$ cat src/rtl/pp_accumulator.sv
// rtl/pp_accumulator.sv - partial-product summation and framed signed accumulation
//
// Purpose:
//   Last stage of the split 27x18 signed multiplier. Stage 1 adds the two
//   45-bit partial products to form the exact product. Stage 2 adds each
//   product into a wide signed accumulator over a frame bounded by in_first
//   and in_last. One result per frame, 2 cycles after the last term.
//
// Ports:
//   clk          rising-edge clock
//   reset        synchronous, active-high; clears every register
//   pp1          low partial product (signed): a * zero-extended b[8:0]
//   pp2          high partial product (signed), already shifted left by 9
//   in_valid     pp1/pp2/in_first/in_last valid this cycle
//   in_first     term opens a new frame (qualified by in_valid)
//   in_last      term closes the frame (qualified by in_valid)
//   result       accumulated frame sum (signed)
//   result_valid single-cycle pulse, result/overflow/term_count valid
//   overflow     a signed overflow occurred somewhere in the frame
//   term_count   number of valid terms in the frame (saturating)

module pp_accumulator #(
  parameter int PP_W     = 45,
  parameter int ACC_W    = 48,
  parameter int CNT_W    = 8,
  parameter int SATURATE = 0
) (
  input  logic             clk,
  input  logic             reset,
  input  logic [PP_W-1:0]  pp1,
  input  logic [PP_W-1:0]  pp2,
  input  logic             in_valid,
  input  logic             in_first,
  input  logic             in_last,
  output logic [ACC_W-1:0] result,
  output logic             result_valid,
  output logic             overflow,
  output logic [CNT_W-1:0] term_count
);

  localparam logic [ACC_W-1:0] ACC_MAX = {1'b0, {(ACC_W-1){1'b1}}};
  localparam logic [ACC_W-1:0] ACC_MIN = {1'b1, {(ACC_W-1){1'b0}}};
  localparam logic [CNT_W-1:0] CNT_MAX = {CNT_W{1'b1}};

  // One extra bit holds the exact sum of two PP_W-bit signed values.
  logic signed [PP_W:0]    pp_sum;

  logic                    s1_valid;
  logic                    s1_first;
  logic                    s1_last;
  logic signed [ACC_W-1:0] s1_sum;

  logic [ACC_W-1:0]        acc;
  logic                    sticky;
  logic [CNT_W-1:0]        cnt;

  logic [ACC_W-1:0]        base;
  logic [ACC_W-1:0]        raw_sum;
  logic                    add_ovf;
  logic [ACC_W-1:0]        acc_next;
  logic                    sticky_next;
  logic [CNT_W-1:0]        cnt_base;
  logic [CNT_W-1:0]        cnt_next;

  assign pp_sum = {pp1[PP_W-1], pp1} + {pp2[PP_W-1], pp2};

  always_comb begin
    base        = s1_first ? '0 : acc;
    cnt_base    = s1_first ? '0 : cnt;
    raw_sum     = base + s1_sum;
    // Same-sign operands producing a result of the opposite sign.
    add_ovf     = (base[ACC_W-1] == s1_sum[ACC_W-1]) &&
                  (raw_sum[ACC_W-1] != base[ACC_W-1]);
    acc_next    = raw_sum;
    if ((SATURATE != 0) && add_ovf) begin
      // Overflow direction follows the common operand sign.
      acc_next = base[ACC_W-1] ? ACC_MIN : ACC_MAX;
    end
    sticky_next = (s1_first ? 1'b0 : sticky) | add_ovf;
    cnt_next    = (cnt_base == CNT_MAX) ? cnt_base : cnt_base + CNT_W'(1);
  end

  always_ff @(posedge clk) begin
    if (reset) begin
      s1_valid     <= 1'b0;
      s1_first     <= 1'b0;
      s1_last      <= 1'b0;
      s1_sum       <= '0;
      acc          <= '0;
      sticky       <= 1'b0;
      cnt          <= '0;
      result       <= '0;
      result_valid <= 1'b0;
      overflow     <= 1'b0;
      term_count   <= '0;
    end else begin
      s1_valid     <= in_valid;
      s1_first     <= in_valid & in_first;
      s1_last      <= in_valid & in_last;
      s1_sum       <= ACC_W'(pp_sum);
      result_valid <= 1'b0;
      if (s1_valid) begin
        acc    <= acc_next;
        sticky <= sticky_next;
        cnt    <= cnt_next;
        if (s1_last) begin
          result       <= acc_next;
          overflow     <= sticky_next;
          term_count   <= cnt_next;
          result_valid <= 1'b1;
        end
      end
    end
  end

endmodule

$ cat config.mk
export PLATFORM = sky130hd
export DESIGN_NAME = pp_accumulator
export DESIGN_NICKNAME = d
export VERILOG_FILES = /design/src/rtl/pp_accumulator.sv
export SDC_FILE = /design/constraint.sdc
export NUM_CORES = 1
export LEC_CHECK = 0
export ABC_AREA = 1
export CAP_MARGIN = 15
export CORE_UTILIZATION = 35
export CTS_BUF_LIST = sky130_fd_sc_hd__clkbuf_8
export CTS_CLUSTER_DIAMETER = 60
export DETAILED_ROUTE_END_ITERATION = 16
export GPL_TIMING_DRIVEN = 0
export PLACE_DENSITY = 0.66
export SLEW_MARGIN = 10
export SYNTH_ARGS = -nofsm -noshare
export SYNTH_HDL_FRONTEND = slang
export SYNTH_SLANG_ARGS = --single-unit
$ cat constraint.sdc
create_clock -name clk -period 2.7 [get_ports clk]
set_input_delay 0.27 -clock clk [delete_from_list [all_inputs] [get_ports clk]]
set_output_delay 0.27 -clock clk [all_outputs]
set_load 0.01 [all_outputs]
==> out/qor.yml <==
floorplan:
  die_x_um: 198.0
  die_h_um: 198.0
  die_area_um2: 39190
  rows: 71
  io_pins: 153
  coreArea_um2: 37760
  start_util_pct: 35.60
synthesis:
  synth_mux_area_share_pct: 0
  synth.area.top_cells: "dfxtp_1 24%, nand2_1 16%, inv_1 12%, nor2_1 9.2%, ha_1 8.7%"
  synth_fa_ha_area_share_pct: 8.956
  async_reset_ff_share_pct: 0
  ys_seq_elements: 164
  synthTopCellsByCount: "566 x nand2_1, 428 x inv_1, 330 x nor2_1"
  yosys_warnings: 0
  yosysTopAreaCell: "dfxtp_1"
  synth_edf_count: 0
  synthMostInstantiatedCell: "nand2_1"
  syn_avg_cell_area_um2: 5.854
  ys_seq_area_share_pct: 24.43
  synth_xor_area_share_pct: 1.229
  synthSimpleGateAreaFrac_pct: 35.98
  syn-cell-area_um2: 13440
  synth-main-ff-cell: "dfxtp_1"
  synth_top_family_by_area: "simple AND/OR/NAND/NOR gates"
  synth_compound_area_share_pct: 15.72
  synthCells: 2296
  yosysUniqueCellTypes: 46
  synthesis.nets: 2486
  synth_top_area_share_pct: 24.43
global_route:
  grt_first_pass_wirelength_um: 78650
  antenna_found_initial: 0
  grt_use_total_pct: 26.91
  grt_pass1_vias: 14200
  grt_overflow: 0
  grt_max_degree: 17
layout:
  fillers: 4066
  drive_above_1_share_pct: 11.41
  diodes: 0
  final_area_um2: 16940
  area_growth_syn_to_layout_pct: 26.01
  stdcell_count: 3001
  final_util_pct: 44.86
  nets: 2667
critical_path:
  worstSetupPathType: "flop to flop"
  start_kind: "flop"
  required_ns: 3.10
  cp.arrival_ns: 3.04
  regToRegSetupSlack_ns: 0.06
  crit_fanout: 10
  path_cells: "buf_6 -> clkbuf_16 -> clkbuf_16 -> nor2_1 -> ha_4 -> nand2_1 -> nor2_2 -> nand2_1 -> nor2_1 -> nand4_1 -> nand4_1 -> nand3_1 -> nand2_1 -> inv_1"
  cpPeakStageDelay_ns: 0.34
  endpoint_kind: "flop"
  r2r-end: "acc[39]"
  reg2reg_depth: 14
  cpMaxStageDelayCell: "dfxtp_2"
  cpMostUsedCell: "nand2_1"
  r2r-start: "s1_first"
drt:
  dr_total_vias: 15000
  wl_um: 52160
  vias_per_cell: 4.999
  drc: 0
  ant_nets: 0
  drtPass1Iterations: 6
  avgRoutedWirePerCell_um: 17.38
  drt-initial-drc-count: 954
min_path:
  min_from: "reset"
  whs_path_depth: 2
  hp-class: "primary input to flop"
  min_to: "result_valid"
placement:
  place_hpwl_um: 43650
  place_area_um2: 15590
  io_buffers: 151
  post-place-ws_ns: -1.292
  globalplace.congestion: 0.9753
  dp_cells: 2958
status:
  outcome: "complete, no violations"
clocking:
  cts_hold_buf: 0
  cts_root_buffer: "clkbuf_8"
  clk_pin_slew_worst_paths_ns: 0.09
  htree_num_levels: 4
  cts_buffer_depth: 2
  cts.sinks: 164
  cts_buffers: 17
  cts_tree: "built"
  clk_latency_ns: 0.51
sta:
  finalSetupTns_ns: 0
  tightest_slew_ns: 0.9862
  slew_headroom_pct: 34.26
  hold_violations: 0
  fin_ws_ns: 0.06431
  fin_crit_sh_pct: 97.62
  maxSlewViolCount: 0
  period_minus_slack_ns: 2.636
  setup_viol: 0
  finClkSkew_ns: 0.02487
  fmax_mhz: 379.4
  holdWs_ns: 0.2568
job:
  cap_violations: 0
power:
  pwr-share-comb_pct: 35.0
  peakVddDrop_mv: 0.3239
  netSwitchingFraction_pct: 37.97
  p_sw_mw: 2.714
  p_int_mw: 4.433
  p_leak_nw: 8.369
  pwr-share-seq_pct: 37.7
  p_clk_share_pct: 27.3
  power-per-cell-area_nw_per_um2: 422.0
  power_mw: 7.147
[worst max-delay path, delay by kind of cell (launching register included)]
kind	cells	cell delay, ns
adder cells (fa/ha/maj)	1	0.31
buffers and inverters	4	0.52
flip-flops	1	0.34
AND/OR/NAND/NOR	9	1.36
[state kept, by name, summed over array words and instances (netlist names)]
| name | flops |
|---|---|
| s1_last | 1 |
| s1_first | 1 |
| term_count | 8 |
| acc | 48 |
| cnt | 8 |
| result | 48 |
| s1_sum | 46 |
| sticky | 1 |
| result_valid | 1 |
| s1_valid | 1 |
| overflow | 1 |
[cells in the final DEF (no fill, tap or decap), types with 19 or more instances in the layout]
| master | count |
|---|---|
| a21oi_1 | 166 |
| a21oi_2 | 23 |
| clkbuf_1 | 28 |
| clkbuf_8 | 19 |
| clkdlybuf4s50_1 | 151 |
| dfxtp_1 | 163 |
| ha_1 | 64 |
| inv_1 | 428 |
| nand2_1 | 524 |
| nand2_2 | 57 |
| nand3_1 | 135 |
| nand4_1 | 32 |
| nor2_1 | 298 |
| nor2_2 | 38 |
| o21ai_0 | 112 |
| o21bai_1 | 21 |
[power by group through the flow]
stage / Combinational (mW) / Clock, mW / Sequential, mW
floorplan: 1.47 / 0 / 2.69
global placement: 2.23 / 0 / 2.73
detailed placement: 2.25 / 0 / 2.73
CTS: 2.33 / 1.99 / 2.68
global route: 2.77 / 2.09 / 2.71
finish: 2.50 / 1.95 / 2.69
[cell families after synthesis]
family / Yosys count
AOI/OAI and AO/OA: 383
xor gates and xnor gates: 18
adders and majority gates: 95
buffers and inverters: 485
DFF: 164
and+or+nand+nor: 1151
[timing repair]
action | 4_1_cts | 5_1_grt
pin swaps | 10 | 16
setup buffers | 7 | 4
gates resized for setup | 67 | 149
endpoints found under the setup margin | 95 | 65
endpoints found under the hold margin | 0 | 0
[worst max path at each step]
stage,start,to,slack (ns),cells past startpoint
after CTS,s1_first,result[35],0.0001,15
after detailed placement,s1_first,acc[35],-1.29,14
after floorplan,s1_first,acc[46],0.03,18
final,s1_first,acc[39],0.06,14
after global routing,s1_first,sticky,-0.02,17
after global placement,s1_first,acc[35],-1.28,14
[layer usage]
metal,GRT usage (%),part of all wire (%),vias up
li1,-,-,7577
met1,34.46,45,6856
met2,44.64,45,469
met3,2.146,4.2,99
met4,14.96,5.4,0
met5,0,0,-
[area by class of cell]
type	count	area, µm²	share of cell area (%)
Multi-Input combinational cell	1647	9080	53.61
Inverter	439	1648	9.730
Clock buffer	18	247.7	1.463
Buffer	46	269.0	1.588
Tap cell	511	639.4	3.775
Sequential cell	164	3284	19.39
Clock inverter	14	173.9	1.027
Timing Repair Buffer	162	1594	9.412
Note: power is estimated with default switching activity, not from simulation.
